File: config.mk
export PLATFORM = sky130hd
export DESIGN_NAME = capture_ctrl_flat
export DESIGN_NICKNAME = d
export VERILOG_FILES = /design/src/rtl/capture_if.sv /design/src/rtl/capture_ctrl.sv /design/src/flat_wrapper.sv
export SDC_FILE = /design/constraint.sdc
export NUM_CORES = 1
export LEC_CHECK = 0
export ABC_AREA = 1
export CORE_MARGIN = 8
export CORE_UTILIZATION = 25
export DETAILED_ROUTE_END_ITERATION = 6
export REMOVE_ABC_BUFFERS = 1
export SLEW_MARGIN = 20
export SYNTH_ARGS = -nofsm -noshare
export SYNTH_HDL_FRONTEND = slang
export SYNTH_SLANG_ARGS = --single-unit
File: constraint.sdc
create_clock -name clk -period 3.5 [get_ports clk]
set_input_delay 1.05 -clock clk [delete_from_list [all_inputs] [get_ports clk]]
set_output_delay 1.05 -clock clk [all_outputs]
set_load 0.02 [all_outputs]
File: src/rtl/capture_if.sv
// Capture controller bus: host command/status, sample strobe and trigger inputs,
// and the sample-RAM write port plus capture status outputs.
interface capture_if #(
  parameter int AW = 9
) ();

  // Inputs to the capture controller
  logic          run;
  logic          capture_done;
  logic          wrt_smpl;
  logic          prot_trig;
  logic [AW-1:0] trig_pos;

  // Outputs from the capture controller
  logic          we;
  logic [AW-1:0] waddr;
  logic [AW-1:0] trig_addr;
  logic          armed;
  logic          triggered;
  logic          set_capture_done;

  // Host / stimulus side
  modport master (
    output run, capture_done, wrt_smpl, prot_trig, trig_pos,
    input  we, waddr, trig_addr, armed, triggered, set_capture_done
  );

  // Capture controller side
  modport slave (
    input  run, capture_done, wrt_smpl, prot_trig, trig_pos,
    output we, waddr, trig_addr, armed, triggered, set_capture_done
  );

endinterface

File: src/rtl/capture_ctrl.sv
// Capture controller for a circular sample RAM.
// Fills the RAM with pre-trigger samples until enough are held (armed), accepts one
// protocol trigger, stores trig_pos post-trigger samples, then pulses
// set_capture_done and reports trig_addr, the address of the oldest sample.
module capture_ctrl #(
  parameter int DEPTH = 512,
  parameter int AW    = 9
) (
  input  logic     clk,
  input  logic     rst_n,
  capture_if.slave bus
);

  typedef enum logic [1:0] {
    IDLE,
    WAIT_TRG,
    SAMP_POST,
    DONE
  } state_e;

  // Largest usable post-trigger count: one slot must hold at least one pre-trigger sample.
  localparam logic [AW-1:0] TP_MAX    = AW'(DEPTH - 1);
  // Pre-trigger sample counter saturates once the whole RAM holds valid data.
  localparam logic [AW:0]   CNT_MAX   = (AW+1)'(DEPTH);
  // Armed threshold, compared at AW+2 bits so count + trig_pos cannot overflow.
  localparam logic [AW+1:0] ARM_LIMIT = (AW+2)'(DEPTH);

  state_e        state_q;
  logic [AW-1:0] waddr_q;
  logic [AW-1:0] waddr_d;
  logic [AW-1:0] trig_addr_q;
  logic [AW:0]   smpl_cnt_q;
  logic [AW:0]   smpl_cnt_d;
  logic [AW-1:0] post_cnt_q;
  logic [AW-1:0] post_cnt_d;
  logic          armed_q;
  logic          armed_d;
  logic          triggered_q;
  logic          set_done_q;

  logic [AW-1:0] trig_pos_c;
  logic          post_pending;
  logic          wr_pre;
  logic          wr_post;
  logic          post_last;
  logic          we;

  // Write qualification and next values of the address/counters.
  // NOTE: every signal in this block is assigned on every path, so no latch is inferred.
  always_comb begin
    trig_pos_c   = (bus.trig_pos > TP_MAX) ? TP_MAX : bus.trig_pos;
    post_pending = (post_cnt_q < trig_pos_c);

    // Writes only while capturing and run is still high; an aborting cycle writes nothing.
    wr_pre  = (state_q == WAIT_TRG)  && bus.run && bus.wrt_smpl;
    wr_post = (state_q == SAMP_POST) && bus.run && bus.wrt_smpl && post_pending;
    we      = wr_pre || wr_post;

    // Address wraps naturally at DEPTH because it is exactly AW bits wide.
    waddr_d    = we ? (waddr_q + AW'(1)) : waddr_q;
    smpl_cnt_d = (wr_pre && (smpl_cnt_q != CNT_MAX)) ? (smpl_cnt_q + (AW+1)'(1)) : smpl_cnt_q;
    post_cnt_d = wr_post ? (post_cnt_q + AW'(1)) : post_cnt_q;

    // The write that makes post_cnt equal to trig_pos_c is the last one.
    post_last = wr_post && (post_cnt_d >= trig_pos_c);

    armed_d = (({1'b0, smpl_cnt_d} + {2'b00, trig_pos_c}) >= ARM_LIMIT);
  end

  // Capture FSM with registered status outputs.
  // NOTE: sequential state uses non-blocking assignments so every register samples
  // pre-edge values, independent of statement order.
  always_ff @(posedge clk or negedge rst_n) begin
    if (!rst_n) begin
      state_q     <= IDLE;
      waddr_q     <= '0;
      trig_addr_q <= '0;
      smpl_cnt_q  <= '0;
      post_cnt_q  <= '0;
      armed_q     <= 1'b0;
      triggered_q <= 1'b0;
      set_done_q  <= 1'b0;
    end else begin
      case (state_q)
        IDLE: begin
          waddr_q     <= '0;
          smpl_cnt_q  <= '0;
          post_cnt_q  <= '0;
          armed_q     <= 1'b0;
          triggered_q <= 1'b0;
          set_done_q  <= 1'b0;
          if (bus.run && !bus.capture_done) begin
            state_q <= WAIT_TRG;
          end
        end

        WAIT_TRG: begin
          if (!bus.run) begin
            state_q     <= IDLE;
            waddr_q     <= '0;
            smpl_cnt_q  <= '0;
            armed_q     <= 1'b0;
            triggered_q <= 1'b0;
          end else begin
            waddr_q    <= waddr_d;
            smpl_cnt_q <= smpl_cnt_d;
            armed_q    <= armed_d;
            // A sample strobed alongside the accepted trigger is still pre-trigger.
            if (bus.prot_trig && armed_q) begin
              state_q     <= SAMP_POST;
              triggered_q <= 1'b1;
            end
          end
        end

        SAMP_POST: begin
          if (!bus.run) begin
            state_q     <= IDLE;
            waddr_q     <= '0;
            smpl_cnt_q  <= '0;
            post_cnt_q  <= '0;
            armed_q     <= 1'b0;
            triggered_q <= 1'b0;
          end else begin
            waddr_q    <= waddr_d;
            post_cnt_q <= post_cnt_d;
            // Nothing left to store (trig_pos_c == 0) or the last write just landed.
            if (!post_pending || post_last) begin
              state_q     <= DONE;
              set_done_q  <= 1'b1;
              // The next address to write holds the oldest sample in the ring.
              trig_addr_q <= waddr_d;
            end
          end
        end

        DONE: begin
          set_done_q <= 1'b0;
          if (!bus.run) begin
            state_q     <= IDLE;
            waddr_q     <= '0;
            smpl_cnt_q  <= '0;
            post_cnt_q  <= '0;
            armed_q     <= 1'b0;
            triggered_q <= 1'b0;
          end
        end

        default: begin
          state_q <= IDLE;
        end
      endcase
    end
  end

  assign bus.we               = we;
  assign bus.waddr            = waddr_q;
  assign bus.trig_addr        = trig_addr_q;
  assign bus.armed            = armed_q;
  assign bus.triggered        = triggered_q;
  assign bus.set_capture_done = set_done_q;

endmodule

File: src/flat_wrapper.sv
// flat-port wrapper written by rule: the top's interface ports become plain ports
module capture_ctrl_flat 
#(
  parameter int DEPTH = 512,
  parameter int AW    = 9
)
  (clk, rst_n, bus_run, bus_capture_done, bus_wrt_smpl, bus_prot_trig, bus_trig_pos, bus_we, bus_waddr, bus_trig_addr, bus_armed, bus_triggered, bus_set_capture_done);
  capture_if #(.AW(AW)) bus_i ();
  input  logic clk;
  input  logic rst_n;
  input wire logic [$bits(bus_i.run)-1:0] bus_run;
  input wire logic [$bits(bus_i.capture_done)-1:0] bus_capture_done;
  input wire logic [$bits(bus_i.wrt_smpl)-1:0] bus_wrt_smpl;
  input wire logic [$bits(bus_i.prot_trig)-1:0] bus_prot_trig;
  input wire logic [$bits(bus_i.trig_pos)-1:0] bus_trig_pos;
  output wire logic [$bits(bus_i.we)-1:0] bus_we;
  output wire logic [$bits(bus_i.waddr)-1:0] bus_waddr;
  output wire logic [$bits(bus_i.trig_addr)-1:0] bus_trig_addr;
  output wire logic [$bits(bus_i.armed)-1:0] bus_armed;
  output wire logic [$bits(bus_i.triggered)-1:0] bus_triggered;
  output wire logic [$bits(bus_i.set_capture_done)-1:0] bus_set_capture_done;
  assign bus_i.run = bus_run;
  assign bus_i.capture_done = bus_capture_done;
  assign bus_i.wrt_smpl = bus_wrt_smpl;
  assign bus_i.prot_trig = bus_prot_trig;
  assign bus_i.trig_pos = bus_trig_pos;
  assign bus_we = bus_i.we;
  assign bus_waddr = bus_i.waddr;
  assign bus_trig_addr = bus_i.trig_addr;
  assign bus_armed = bus_i.armed;
  assign bus_triggered = bus_i.triggered;
  assign bus_set_capture_done = bus_i.set_capture_done;
  capture_ctrl #(.DEPTH(DEPTH), .AW(AW)) u_core (.clk(clk), .rst_n(rst_n), .bus(bus_i));
endmodule
==> results of run 1 <==
## power groups by stage
stage | Combinational, mW | Sequential [mW] | Clock, mW
3_5_place_dp | 0.540 | 0.561 | 0
5_1_grt | 0.666 | 0.558 | 0.494
3_3_place_gp | 0.529 | 0.559 | 0
4_1_cts | 0.568 | 0.552 | 0.475
6_report | 0.598 | 0.553 | 0.459
2_1_floorplan | 0.299 | 0.569 | 0
## per-layer routing
metal / GRT usage [%] / vias to the layer above / routed length, µm
met1: 12.4 / 1380 / 3750
met3: 1.87 / 16 / 328
met2: 20.1 / 51 / 4750
li1: - / 1448 / -
met4: 4.69 / 0 / 193
met5: 0 / - / 0
## path summary, 6_finish.rpt
| path | depth (start not counted) | slack, ps | endpoint |
|---|---|---|---|
| worst min register to register | 2 | 490 | u_core.bus.trig_addr[7] |
| worst max register to register | 22 | 290 | u_core.bus.trig_addr[8] |
| worst max-delay path | 24 | 20 | u_core.bus.trig_addr[8] |
| min in group asynchronous | 1 | 750 | u_core.smpl_cnt_q[4] |
| max in group asynchronous | 1 | 2340 | u_core.bus.trig_addr[8] |
| worst min-delay path | 2 | 490 | u_core.bus.trig_addr[7] |
## cells in the mapped netlist
master     n
a211oi_1   1
a21boi_4   1
a21oi_1   13
and2_4     1
and3_1     1
buf_2      2
buf_6      1
clkbuf_1   9
clkinv_1   2
dfrtp_1   42
fa_1       1
ha_1      32
inv_1     58
inv_2      2
nand2_1   76
nand2_2    6
nand2_4    2
nand3_1   17
nand3_2    1
nand3_4    1
nand4_1    9
nand4_2    1
nor2_1    14
nor2_2     2
nor2_4     1
nor3_1    11
nor4_1     1
o211ai_1   1
o21a_1     1
o21ai_0   18
o21ai_1    3
o21ai_2    9
o21ai_4    1
o21bai_1   1
o22ai_1   19
or2_2      1
xor2_1    22
xor2_2     1
## repair_timing
action / 4_1_cts / 5_1_grt
endpoints found under the setup margin: 14 / 14
buffers inserted: 6 / 6
resized for setup: 83 / 42
hold buffers: 0 / 0
cloned: 3 / 0
pin swaps: 22 / 33
## stage by stage
stage | instance area, µm² | instances
4_1_cts | 4310 | 620
2_1_floorplan | 3030 | 373
3_5_place_dp | 3920 | 603
5_1_grt | 4530 | 626
3_3_place_gp | 3920 | 603
6_report | 4530 | 626
## layout make-up
cell class / instances / area, µm² / share of cell area, %
clock inverter: 2 / 13.8 / 0.304
tap: 147 / 184 / 4.06
inverter: 62 / 243 / 5.36
clock buffer: 6 / 129 / 2.85
sequential: 42 / 1050 / 23.2
timing repair buffer: 95 / 798 / 17.6
multi-input combinational: 272 / 2110 / 46.6
## worst max-delay path, stage by stage
cell,delay [ps]
clkdlybuf4s15_2,190
inv_2,60
ha_2,270
nand2_2,80
nor2_4,40
buf_4,130
nand2_2,70
nand3_2,90
nor2_4,130
buf_4,130
xor2_2,150
inv_1,90
ha_4,280
o211ai_1,80
inv_1,60
nand2_1,50
nand2_1,50
nand2_1,50
nand2_1,70
nand2_2,70
nand2_4,140
nand3_4,140
nand2_2,110
o21ai_2,50
## registers in the layout, indices dropped and copies added, names as in the netlist
register and flops:
u_core.bus.armed 1, u_core.bus.set_capture_done 1, u_core.bus.trig_addr 9, u_core.bus.triggered 1, u_core.bus.waddr 9, u_core.post_cnt_q 9, u_core.smpl_cnt_q 10, u_core.state_q 2
## kinds of logic (layout without fill, tap and decap cells)
family | count (synthesis) | after routing | share of synthesized area (%)
AO/OA/AOI/OAI | 68 | 68 | 14.0
AND/OR/NAND/NOR | 145 | 148 | 22.2
adder cells (fa/ha/maj) | 33 | 33 | 13.6
XOR/XNOR | 23 | 23 | 6.77
flip-flops | 42 | 42 | 34.0
buffers and inverters | 74 | 165 | 9.32
==> run metrics, run 1 <==
Die W=between 100 and 150 µm; Slew Limit Headroom=between 60% and 70%; cts bufs inserted=5; first-pass GRT wire length=14500 µm; GRT Util Overall=around 11%; vias in the first global route=between 3000 and 4000; filler instances=1199; Die ar.=about 16000 µm²; GR Overflow Total=0; net switching power=between 0.5 and 0.6 mW; drt total wl=9020 µm; HP Start=u_core.bus.trig_addr[7]; clk_lat worst skew=290 ps; sum of negative setup slack=0 ps; antenna diode count=0; P_int=1.01 mW; Post-Syn Area=3090 µm²; Setup Crit Path Kind=primary input to flip-flop; Worst Setup SP=bus_trig_pos[5]; htree depth=2; initial antenna violation count=0; WL per Instance=14.4 µm; Slew @ Worst Pin=between 500 and 600 ps; worst vdd ir=0.207 mV; Cell Pwr Density=between 300 and 400 nW/µm²; Post-DP HPWL=6560 µm; Cell variety after synth=38; initial core utilization=25.7%; largest net degree at the start of global routing=43; Synth area leaders=dfrtp_1, ha_1, nand2_1; endpoint type of the worst setup path=flip-flop; number of maximum-capacitance violations=0; final core utilization=37.7%; Min Hold Slack=487 ps; Clock power frac=28.5%; Syn Inst Count=385; Clock Skews=6.66 ps; Overall Power=1.61 mW; Synth top area share=34.0%; clk root buf=clkbuf_16; DRC=0; status=finished, final reports clean; Critical Path RT=3670 ps; vias post-DR=a little under 3000; DR iter-0 viols=141; CTS tree=yes; commonest non-fill, non-tap cells in the layout=nand2_1, buf_4, inv_1; Synth-to-Final Area Change=46.7%; final antenna-violating net count=0; Synth Register Bits=42; unrepaired setup endpoints after global routing=yes; Die Height=between 100 and 150 µm; fin crit share=99.3%; Sw Share=37.1%; Final #Nets=roughly 530; combinational power share=37.2%; Port Buffers=36; DR vias/cell=approximately 4.6; DR pass1 iterations=4; Critical R2R Launch=u_core.state_q[0]; Longest Clk Path Bufs=2; Arr. time, crit path=3650 ps; num rows=40; Sink Count=42; syn_area_per_cell=between 8 and 9 µm²; DP Worst Slack=-874 ps; fin crit period=3480 ps; most common cell after layout, fill and taps aside=nand2_1; core region area=between 10000 and 15000 µm²; area leader, netlist=dfrtp_1; final number of setup-violating endpoints=0; register area share after synthesis=34.0%; worst setup margin=22.9 ps; Leak=2.09 nW; critical-path maximum fanout=5; critical path launch point type=primary input; register share of total power=about 34%; IO Pins=37; max-slew violations=0; final hold viol count=0; Routability Congestion=between 0.8 and 0.9; Worst Hold Class=flip-flop to flip-flop; Ys Warns=0; Achievable Freq=between 0.2 and 0.3 GHz; ratio of cells with drive above 1 in the final layout=35.9%; Clk pin slew, worst setup/hold paths=~60 ps
Note: power is estimated with default switching activity, not from simulation.
==> run 2: changes to the inputs <==
CTS_BUF_LIST = sky130_fd_sc_hd__clkbuf_8   (was unset)
CTS_CLUSTER_DIAMETER = 80   (was unset)
==> run metrics, run 2 (synthesis results as in run 1) <==
Cell Pwr Density=331 nW/µm²; sum of negative setup slack=0 ps; fin crit share=99.5%; Arr. time, crit path=3700 ps; DR pass1 iterations=4; htree depth=2; max-slew violations=0; Post-DP HPWL=6560 µm; Critical Path RT=3720 ps; cells along the critical path=buf_2 > inv_2 > ha_4 > a21oi_2 > o21a_1 > a21boi_4 > nand2_4 > nor2_4 > nand3_2 > xor2_2 > inv_1 > ha_1 > inv_2 > nor3_2 > a211oi_1 > nand2_1 > nand2_2 > buf_6 > nand3_2 > nand2_2 > nand2_1 > o21ai_0; Sink Count=42; initial core utilization=approximately a quarter; vias in the first global route=3003; DRC=0; ratio of cells with drive above 1 in the final layout=roughly a third; core region area=about 12000 µm²; filler instances=roughly 1200; Leak=between 2 and 2.5 nW; cts bufs inserted=5; clk_lat worst skew=around 300 ps; Worst Hold Class=flip-flop to flip-flop; largest net degree at the start of global routing=43; final hold viol count=0; Die ar.=roughly 16000 µm²; number of maximum-capacitance violations=0; dpl cell area=3920 µm²; vias post-DR=2894; Clock Skews=4.74 ps; initial antenna violation count=0; endpoint type of the worst setup path=flip-flop; critical-path maximum fanout=4; max reg flops=10; slowest CP cell=ha_1; Die Height=127 µm; critical path launch point type=primary input; final number of setup-violating endpoints=0; Overall Power=1.46 mW; IO Pins=37; fin crit period=3480 ps; Longest Clk Path Bufs=2; Routability Congestion=0.892; Synth-to-Final Area Change=43.2%; DR iter-0 viols=approximately 140; WL per Instance=approximately 14 µm; GR Overflow Total=0; Final #Nets=526; num rows=40; worst vdd ir=0.171 mV; CP max stage delay=300 ps; DR vias/cell=4.62; GRT Util Overall=10.8%; most common cell after layout, fill and taps aside=nand2_1; Final Instance Area=4420 µm²; unrepaired setup endpoints after global routing=yes; Slew @ Worst Pin=approximately 570 ps; commonest non-fill, non-tap cells in the layout=nand2_1, buf_4, inv_1; Largest Register=u_core.smpl_cnt_q; placed insts=603; Setup Crit Path Kind=primary input to flip-flop; fin cells=626; Slew Limit Headroom=61.8%; Die W=127 µm; CTS tree=yes; Clk pin slew, worst setup/hold paths=80 ps; final antenna-violating net count=0; antenna diode count=0; first-pass GRT wire length=between 10000 and 15000 µm; Port Buffers=36; clk root buf=clkbuf_8; Achievable Freq=approximately 0.29 GHz; status=finished, final reports clean; drt total wl=8920 µm
==> run 2: changes by cell type in the layout (fill, tap and decap cells not counted), sizes merged <==
cell    before  now
inv         60   61
clkbuf       7    6
==> run 2: final timing paths <==
kind                                          from                      end  slack, ps  cells past startpoint
max                                bus_trig_pos[6]        u_core.state_q[0]         20                     22
min                        u_core.bus.trig_addr[0]  u_core.bus.trig_addr[0]        500                      2
max reg2reg                      u_core.state_q[0]        u_core.state_q[0]        280                     21
min reg2reg                u_core.bus.trig_addr[0]  u_core.bus.trig_addr[0]        500                      2
max in group asynchronous                    rst_n      u_core.bus.waddr[5]       2370                      1
min in group asynchronous                    rst_n     u_core.smpl_cnt_q[4]        730                      1
==> run 2: through the flow <==
stage	setup WS, ps	hold WS [ps]	utilization, %
after floorplan	-164	507	-
after global placement	-827	471	32.7
after detailed placement	-874	473	32.7
after CTS	7.01	501	35.1
after global routing	-141	521	36.8
final	18.7	501	36.8
==> run 2: worst max-delay path: cells and delay by family <==
| family | cells | cell delay, ps |
|---|---|---|
| AOI/OAI and AO/OA | 5 | 740 |
| buffers and inverters | 5 | 440 |
| adders and majority gates | 2 | 500 |
| and+or+nand+nor | 9 | 780 |
| xor gates and xnor gates | 1 | 180 |
==> run 2: routing by layer <==
layer  global-route usage (%)  share of wire, %  vias to the layer above
met2                     19.5                52                       54
met1                     12.3                43                     1373
li1                         -                 -                     1453
met5                        0                 0                        -
met4                     4.62               1.8                        0
met3                     1.71               3.0                       14
==> run 2: final cells by class <==
type / count / area, µm² / area share [%]
tap: 147 / 184 / 4.16
timing repair buffer: 95 / 792 / 17.9
sequential: 42 / 1050 / 23.8
inverter: 62 / 240 / 5.44
multi-input combinational: 272 / 2070 / 46.7
clock buffer: 5 / 68.8 / 1.56
clock inverter: 3 / 17.5 / 0.396
==> run 2: power breakdown <==
part / switching, mW / total (mW) / internal [mW]
registers: 0.0362 / 0.553 / 0.517
logic: 0.366 / 0.595 / 0.229
clock network: 0.176 / 0.314 / 0.138
==> run 2: timing repair <==
item / CTS / global route
endpoints found under the setup margin: 14 / 14
hold buffers: 0 / 0
buffers inserted: 6 / 6
pin swaps: 19 / 23
resized for setup: 77 / 37
gates cloned: 3 / 0
==> run 3: changes to the inputs <==
SLEW_MARGIN = 15   (was 20)
==> run metrics, run 3 (synthesis results as in run 1) <==
Critical R2R Launch=u_core.state_q[0]; DP Worst Slack=-874 ps; Die ar.=16200 µm²; ratio of cells with drive above 1 in the final layout=34.4%; fin crit share=between 90 and 100%; cts bufs inserted=5; Worst Setup SP=bus_trig_pos[6]; most common cell after layout, fill and taps aside=nand2_1; GR Overflow Total=0; Largest Register=u_core.smpl_cnt_q; max-slew violations=0; clk root buf=clkbuf_8; core region area=roughly 12000 µm²; final number of setup-violating endpoints=0; drt total wl=8900 µm; antenna diode count=0; GRT Util Overall=between 10% and 20%; final antenna-violating net count=0; max reg flops=10; worst setup margin=roughly 19 ps; Clk pin slew, worst setup/hold paths=80 ps; largest net degree at the start of global routing=43; IO Pins=37; dpl cell area=approximately 4000 µm²; vias in the first global route=3003; Clock power frac=21.5%; endpoint type of the worst setup path=flip-flop; num rows=40; DR pass1 iterations=4; status=finished, final reports clean; net switching power=~0.58 mW; clk_lat worst skew=300 ps; Port Buffers=36; Die Height=127 µm; filler instances=1211; Overall Power=between 1 and 1.5 mW; final hold viol count=0; initial antenna violation count=0; Sw Share=39.5%; Achievable Freq=0.287 GHz; critical-path maximum fanout=4; CTS tree=yes; Final Instance Area=4420 µm²; htree depth=2; commonest non-fill, non-tap cells in the layout=nand2_1, buf_4, inv_1; Critical Path RT=around 3700 ps; initial core utilization=between 20% and 30%; Leak=approximately 2.1 nW; Arr. time, crit path=3700 ps; Setup Crit Path Kind=primary input to flip-flop; P_int=0.883 mW; number of maximum-capacitance violations=0; Slew Limit Headroom=33.1%; worst vdd ir=0.171 mV; DRC=0; fin crit period=approximately 3500 ps; DR vias/cell=4.61; combinational power share=40.7%; HP Start=u_core.bus.trig_addr[0]; Sink Count=42; CTS hold repair buffers=0; Longest Clk Path Bufs=2; Worst Hold Class=flip-flop to flip-flop; DR iter-0 viols=137; Synth-to-Final Area Change=43.1%; first-pass GRT wire length=14200 µm; Slew @ Worst Pin=roughly 1000 ps; Post-DP HPWL=6560 µm; Die W=127 µm; Routability Congestion=0.892; Clock Skews=4.74 ps; Cell Pwr Density=approximately 330 nW/µm²; Final #Nets=526; WL per Instance=around 14 µm; unrepaired setup endpoints after global routing=yes; vias post-DR=2883; Min Hold Slack=501 ps; register share of total power=between 30% and 40%; critical path launch point type=primary input
## run 3: power by group through the flow
stage / Combinational, mW / Clock (mW) / Sequential [mW]
after CTS: 0.563 / 0.331 / 0.552
after global routing: 0.659 / 0.348 / 0.557
after global placement: 0.529 / 0 / 0.559
final: 0.594 / 0.314 / 0.553
after detailed placement: 0.540 / 0 / 0.561
after floorplan: 0.299 / 0 / 0.569
## run 3: metrics by stage
step / util, % / TNS (ps) / std cells
5_1_grt: 36.8 / -1390 / 626
4_1_cts: 35.1 / 0 / 620
6_report: 36.8 / 0 / 626
3_5_place_dp: 32.7 / -11340 / 603
2_1_floorplan: - / -1470 / 373
3_3_place_gp: 32.7 / -10760 / 603
## run 3: worst max-delay path, stage by stage
cell	delay (ps)
buf_2	110
inv_2	70
ha_4	200
a21oi_2	130
o21a_1	140
a21boi_4	200
nand2_4	110
nor2_4	140
nand3_2	100
xor2_2	180
inv_1	70
ha_1	300
inv_2	70
nor3_2	40
a211oi_1	190
nand2_1	90
nand2_2	100
buf_6	120
nand3_2	60
nand2_2	90
nand2_1	50
o21ai_0	80
## run 3: repair_timing
item / in CTS / in global routing
resized for setup: 77 / 37
buffers inserted: 6 / 6
endpoints found under the setup margin: 14 / 14
cloned: 3 / 0
pin swaps: 19 / 23
## run 3: final timing paths
path	cells past startpoint	to	slack [ps]
setup / recovery	22	u_core.state_q[0]	20
hold / removal	2	u_core.bus.trig_addr[0]	500
setup reg to reg	21	u_core.state_q[0]	280
hold reg to reg	2	u_core.bus.trig_addr[0]	500
max in group asynchronous	1	u_core.bus.waddr[5]	1960
min in group asynchronous	1	u_core.smpl_cnt_q[6]	910
## run 3: layer usage
| metal | wire (µm) | vias to the layer above | share of wire [%] | global-route usage (%) |
|---|---|---|---|---|
| li1 | - | 1452 | - | - |
| met1 | 3830 | 1369 | 43 | 12.3 |
| met2 | 4650 | 50 | 52 | 19.5 |
| met3 | 259 | 12 | 2.9 | 1.71 |
| met4 | 155 | 0 | 1.7 | 4.62 |
| met5 | 0 | - | 0 | 0 |
## run 3: cell type report
| cell class | count | area, µm² | area share, % |
|---|---|---|---|
| flip-flops and latches | 42 | 1050 | 23.8 |
| multi-input cells | 272 | 2070 | 46.8 |
| clock inverters | 3 | 17.5 | 0.397 |
| well taps | 147 | 184 | 4.16 |
| clock buffers | 5 | 68.8 | 1.56 |
| inverters | 62 | 240 | 5.44 |
| repair buffers | 95 | 790 | 17.9 |
